### config.mk
export PLATFORM = sky130hd
export DESIGN_NAME = dme_reset_seq
export DESIGN_NICKNAME = d
export VERILOG_FILES = /design/src/rtl/dme_reset_seq.sv
export SDC_FILE = /design/constraint.sdc
export NUM_CORES = 1
export LEC_CHECK = 0
export ABC_AREA = 1
export CAP_MARGIN = 20
export CORE_MARGIN = 2
export CORE_UTILIZATION = 50
export CTS_CLUSTER_DIAMETER = 40
export DETAILED_ROUTE_END_ITERATION = 10
export DONT_BUFFER_PORTS = 1
export GPL_TIMING_DRIVEN = 1
export PLACE_DENSITY_LB_ADDON = 0.12
export SLEW_MARGIN = 30
export SYNTH_ARGS = -nofsm -noshare
export SYNTH_HDL_FRONTEND = slang
export SYNTH_SLANG_ARGS = --single-unit
export TNS_END_PERCENT = 20
### constraint.sdc
create_clock -name Clk -period 2.9 [get_ports Clk]
set_clock_uncertainty 0.05 [all_clocks]
set_input_delay 0.29 -clock Clk [delete_from_list [all_inputs] [get_ports Clk]]
set_output_delay 0.29 -clock Clk [all_outputs]
set_load 0.1 [all_outputs]
### src/rtl/dme_reset_seq.sv
// Per-slot DME reset sequencer: power-good qualification, timed reset release, fault latching.
module dme_reset_seq #(
  parameter int unsigned NUM_CH  = 2,
  parameter int unsigned ID_W    = 4,
  parameter int unsigned RLS_DLY = 16,
  parameter int unsigned PWR_TMO = 64
) (
  input  logic                     Clk,
  input  logic                     ResetN,
  input  logic                     PWRGD_PS_PWROK_3V3,
  input  logic                     RST_PLTRST_N,
  input  logic [NUM_CH-1:0]        DME_PWRGD,
  input  logic [NUM_CH-1:0]        DME_Absent,
  input  logic [NUM_CH*ID_W-1:0]   DMEID,
  output logic [NUM_CH-1:0]        RST_DME_N,
  output logic [NUM_CH-1:0]        DMEReady,
  output logic [NUM_CH-1:0]        DMEFault
);

  localparam int unsigned CNT_W = 16;
  localparam logic [CNT_W-1:0] TMO_LAST = CNT_W'(PWR_TMO - 1);
  localparam logic [CNT_W-1:0] DLY_LAST = CNT_W'(RLS_DLY - 1);
  localparam logic [ID_W-1:0]  ID_FLOAT = {ID_W{1'b1}};

  typedef enum logic [2:0] {
    IDLE     = 3'd0,
    WAIT_PWR = 3'd1,
    DELAY    = 3'd2,
    RUN      = 3'd3,
    FAULT    = 3'd4
  } state_t;

  logic                   psok_m, psok_s;
  logic                   plt_m, plt_s;
  logic [NUM_CH-1:0]      pg_m, pg_s;
  logic [NUM_CH-1:0]      abs_m, abs_s;
  logic [NUM_CH*ID_W-1:0] id_m, id_s;
  logic                   go;

  state_t           state_q [NUM_CH];
  state_t           state_d [NUM_CH];
  logic [CNT_W-1:0] cnt_q   [NUM_CH];
  logic [CNT_W-1:0] cnt_d   [NUM_CH];
  logic [NUM_CH-1:0] rst_d, rdy_d, flt_d;

  // Two-flop synchronisers; absence straps reset to "absent" so slots stay quiet.
  always_ff @(posedge Clk or negedge ResetN) begin
    if (!ResetN) begin
      psok_m <= 1'b0;
      psok_s <= 1'b0;
      plt_m  <= 1'b0;
      plt_s  <= 1'b0;
      pg_m   <= '0;
      pg_s   <= '0;
      abs_m  <= '1;
      abs_s  <= '1;
      id_m   <= '0;
      id_s   <= '0;
    end else begin
      psok_m <= PWRGD_PS_PWROK_3V3;
      psok_s <= psok_m;
      plt_m  <= RST_PLTRST_N;
      plt_s  <= plt_m;
      pg_m   <= DME_PWRGD;
      pg_s   <= pg_m;
      abs_m  <= DME_Absent;
      abs_s  <= abs_m;
      id_m   <= DMEID;
      id_s   <= id_m;
    end
  end

  assign go = psok_s & plt_s;

  // Slot state, counter and registered outputs.
  always_ff @(posedge Clk or negedge ResetN) begin
    if (!ResetN) begin
      for (int i = 0; i < NUM_CH; i++) begin
        state_q[i] <= IDLE;
        cnt_q[i]   <= '0;
      end
      RST_DME_N <= '0;
      DMEReady  <= '0;
      DMEFault  <= '0;
    end else begin
      for (int i = 0; i < NUM_CH; i++) begin
        state_q[i] <= state_d[i];
        cnt_q[i]   <= cnt_d[i];
      end
      RST_DME_N <= rst_d;
      DMEReady  <= rdy_d;
      DMEFault  <= flt_d;
    end
  end

  // Next-state, counter and output decode per slot; GO low overrides everything.
  always_comb begin
    rst_d = '0;
    rdy_d = '0;
    flt_d = '0;
    for (int i = 0; i < NUM_CH; i++) begin
      state_d[i] = state_q[i];
      cnt_d[i]   = cnt_q[i];
      if (!go) begin
        state_d[i] = IDLE;
        cnt_d[i]   = '0;
      end else begin
        case (state_q[i])
          IDLE: begin
            cnt_d[i] = '0;
            if (!abs_s[i]) state_d[i] = WAIT_PWR;
          end
          WAIT_PWR: begin
            if (abs_s[i]) begin
              state_d[i] = IDLE;
              cnt_d[i]   = '0;
            end else if (pg_s[i]) begin
              state_d[i] = DELAY;
              cnt_d[i]   = '0;
            end else if (cnt_q[i] == TMO_LAST) begin
              state_d[i] = FAULT;
            end else begin
              cnt_d[i] = cnt_q[i] + CNT_W'(1);
            end
          end
          DELAY: begin
            if (abs_s[i]) begin
              state_d[i] = IDLE;
              cnt_d[i]   = '0;
            end else if (!pg_s[i]) begin
              state_d[i] = WAIT_PWR;
              cnt_d[i]   = '0;
            end else if (cnt_q[i] == DLY_LAST) begin
              state_d[i] = (id_s[i*ID_W +: ID_W] == ID_FLOAT) ? FAULT : RUN;
            end else begin
              cnt_d[i] = cnt_q[i] + CNT_W'(1);
            end
          end
          RUN: begin
            if (abs_s[i]) begin
              state_d[i] = IDLE;
              cnt_d[i]   = '0;
            end else if (!pg_s[i]) begin
              state_d[i] = FAULT;
            end
          end
          FAULT: begin
            state_d[i] = FAULT;
          end
          default: begin
            state_d[i] = IDLE;
            cnt_d[i]   = '0;
          end
        endcase
      end
      rst_d[i] = (state_d[i] == RUN);
      rdy_d[i] = (state_d[i] == RUN);
      flt_d[i] = (state_d[i] == FAULT);
    end
  end

endmodule

==> summary.md <==
| Metric | Value |
|---|---|
| Synth warn | 0 |
| GRT Util Overall | 23.8% |
| Average cell area after synthesis | 7.18 um^2 |
| R2R setup slack | 670 ps |
| Start-to-end type of the worst setup path | reg2reg |
| Detail Placement HPWL | 6530 um |
| Setup repair after global routing missed its margin | no |
| WP data required | 3090 ps |
| Final #Nets | 596 |
| Clock insertion delay at the later pin of the skew report | 350 ps |
| Antenna cell count | 0 |
| Syn_nets | 590 |
| Die H | 94.6 um |
| Largest fanout on the critical path | 15 |
| Synth Instances | 572 |
| Most common cell after layout, fill and taps aside | sky130_fd_sc_hd__nand2_1 |
| Count of standard-cell rows | 33 |
| Static leakage | 2.19 nW |
| Share of the yosys chip area belonging to registers | 42.8% |
| Depth of the worst register-to-register path | 8 |
| Clock input transition at the sequential cells of the worst setup and hold paths | 80 ps |
| Pins over their slew limit | 0 |
| Inserted Clock Buffers | 9 |
| Min-delay src | psok_m$_DFF_PN0_ |
| IR Drop Worst-Case VDD | 0.000306 V |
| Post-layout power | 1.97 mW |
| Arr. time, crit path | 2420 ps |
| Result of the run | finished, final reports clean |
| Final Wtd Congestion | 0.892 |
| Vias in the first global route | 3,319 |
| Total Die Area | 8950 um^2 |
| Routed length per instance | 14.4 um |
| Final wirelength | 9930 um |
| Placement-stage cell area | 4150 um^2 |
| Kind of end point of the critical path | register |
| Final-layout worst hold slack | 299 ps |
| Worst slew margin relative to its limit | 37.1% |
| Power density relative to cell area | 434 nW/um^2 |
| Largest net degree at the start of global routing | 71 |
| Filler Cells Inserted | 779 |
| Number of buffers added on ports | 0 |
| Total negative slack for setup checks | 0 ps |
| Chip Width | 94.6 um |
| Clk root buf | sky130_fd_sc_hd__clkbuf_8 |
| Hold path cells | 0 |
| Count of different cell masters after synthesis | 34 |
| Post-DR vias/cell | 5.56 |
| Clock sink total | 70 |
| Iteration-0 DRC Markers | 336 |
| Type of the tightest min-delay check | reg2reg |
| Number of endpoints with negative hold slack in the final report | 0 |
| Clock period minus final worst setup slack | 2230 ps |
| Layout area overhead | 10.6% |
| Reg2reg end | cnt_q[22]$_DFFE_PN0P_ |
| Category of the worst setup path launch point | register |
| Wire length of the first global-routing pass | 16,500 um |
| Vias after detailed routing | 3,828 |
| Ratio of cells with drive above 1 in the final layout | 7.38% |
| Clock tree from TritonCTS | built |
| Post-route DRC violation count | 0 |
| Overflow left after global routing | 0 |
| Post-route antenna net violation count | 0 |
| Max-capacitance violation count | 0 |
| Area of all placed cells without fillers | 4540 um^2 |
| # H-tree levels | 3 |
| I/O pin cnt | 22 |
| Total iterations of the first detailed-routing run | 6 |
| Post-synthesis register bit count | 70 |
| Final number of setup-violating endpoints | 0 |
| Peak clock frequency supported by timing | 448 MHz |
| Antenna violations before repair | 0 |
| Standard cell core area | 8090 um^2 |
| Initial cell density of the core | 50.7% |
| Slew @ Worst Pin | 946 ps |
| Part of the cycle the worst path needs | 77.0% |
| Commonest non-fill, non-tap cells in the layout | sky130_fd_sc_hd__nand2_1, sky130_fd_sc_hd__nand3_1, sky130_fd_sc_hd__dfrtp_1 |
| Worst Hold Endpoint | psok_s$_DFF_PN0_ |
| Startpoint of the worst register-to-register path | cnt_q[16]$_DFFE_PN0P_ |
| Cell area after synthesis | 4110 um^2 |
| Buffer depth of the longest clock path | 2 |
## power breakdown
part           internal [mW]  total [mW]  leakage, nW  switching [mW]
clock network          0.485       0.864        0.110           0.379
registers              0.999        1.02        0.904          0.0177
logic                 0.0250      0.0918         1.18          0.0668
total                   1.51        1.97         2.19           0.463
## layout make-up
class / count / area [um^2] / area share, %
clock inverter: 6 / 87.6 / 1.93
inverter: 62 / 238 / 5.24
sequential: 70 / 1760 / 38.7
tap: 105 / 131 / 2.89
timing repair buffer: 19 / 200 / 4.41
clock buffer: 10 / 128 / 2.81
multi-input combinational: 416 / 2000 / 44.0
## cells in the mapped netlist (all sizes together)
cell type | number | share of area [%]
nand2 | 154 | 14
nand3 | 91 | 11
dfrtp | 66 | 40
nor2 | 64 | 6.3
inv | 61 | 5.7
nand4 | 45 | 6.9
o21ai | 25 | 3.1
buf | 14 | 1.9
clkbuf | 10 | 0.91
xor2 | 10 | 2.1
nor3 | 7 | 0.98
a21oi | 5 | 0.61
dfstp | 4 | 2.6
nor4 | 3 | 0.46
o21bai | 3 | 0.55
ha | 2 | 0.61
nand3b | 2 | 0.37
xnor2 | 2 | 0.43
clkinv | 1 | 0.091
nor3b | 1 | 0.18
o211ai | 1 | 0.18
o41ai | 1 | 0.21
## critical path, cell delays in order, from the launching register on
cell and delay, ps:
sky130_fd_sc_hd__dfrtp_1 440, sky130_fd_sc_hd__ha_1 320, sky130_fd_sc_hd__nand3_1 160, sky130_fd_sc_hd__nor3b_1 260, sky130_fd_sc_hd__nand3_1 150, sky130_fd_sc_hd__nand3_2 300, sky130_fd_sc_hd__nand2_1 240, sky130_fd_sc_hd__nand3_1 150
sky130_fd_sc_hd__nand2_1 50
## layer usage
layer / track usage [%] / wire length (um) / vias up
li1: - / - / 1898
met1: 37.0 / 5050 / 1797
met2: 34.2 / 4280 / 123
met3: 3.35 / 523 / 10
met4: 7.00 / 82 / 0
met5: 0 / 0 / -
## metrics by stage
step,std cells,utilization (%),worst slack (ps)
after floorplan,572,-,1190
after global placement,656,51.3,781
after detailed placement,656,51.3,686
after CTS,688,56.1,678
after global routing,688,56.1,432
final,688,56.1,667
## registers in the layout (all words and copies together), names as in the netlist
register and cells:
cnt_q 32, id_m 8, id_s 8, state_q 6, DMEFault 2, DMEReady 2
abs_m 2, abs_s 2, pg_m 2, pg_s 2, plt_m 1, plt_s 1
psok_m 1, psok_s 1
## cells by family after synthesis
| logic type | after synthesis | share of synthesized area (%) |
|---|---|---|
| fa+ha+maj | 2 | 0.609 |
| compound gates | 35 | 4.69 |
| flops | 70 | 42.8 |
| buf+inv | 86 | 8.59 |
| simple gates | 367 | 40.8 |
| xor+xnor | 12 | 2.56 |
## how the worst max path moves through the flow
| stage | cells after the start | endpoint | slack [ps] | start |
|---|---|---|---|---|
| after floorplan | 8 | cnt_q[22]$_DFFE_PN0P_ | 1190 | cnt_q[16]$_DFFE_PN0P_ |
| after global placement | 8 | cnt_q[22]$_DFFE_PN0P_ | 780 | cnt_q[16]$_DFFE_PN0P_ |
| after detailed placement | 8 | cnt_q[22]$_DFFE_PN0P_ | 690 | cnt_q[16]$_DFFE_PN0P_ |
| after CTS | 8 | cnt_q[22]$_DFFE_PN0P_ | 680 | cnt_q[16]$_DFFE_PN0P_ |
| after global routing | 8 | cnt_q[22]$_DFFE_PN0P_ | 430 | cnt_q[16]$_DFFE_PN0P_ |
| final | 8 | cnt_q[22]$_DFFE_PN0P_ | 670 | cnt_q[16]$_DFFE_PN0P_ |
## repair_timing
action,4_1_cts,5_1_grt
hold buffers,16,0
gates resized for setup,0,0
endpoints found under the hold margin,84,0
buffers inserted,0,0
Note: power is estimated with default switching activity, not from simulation.
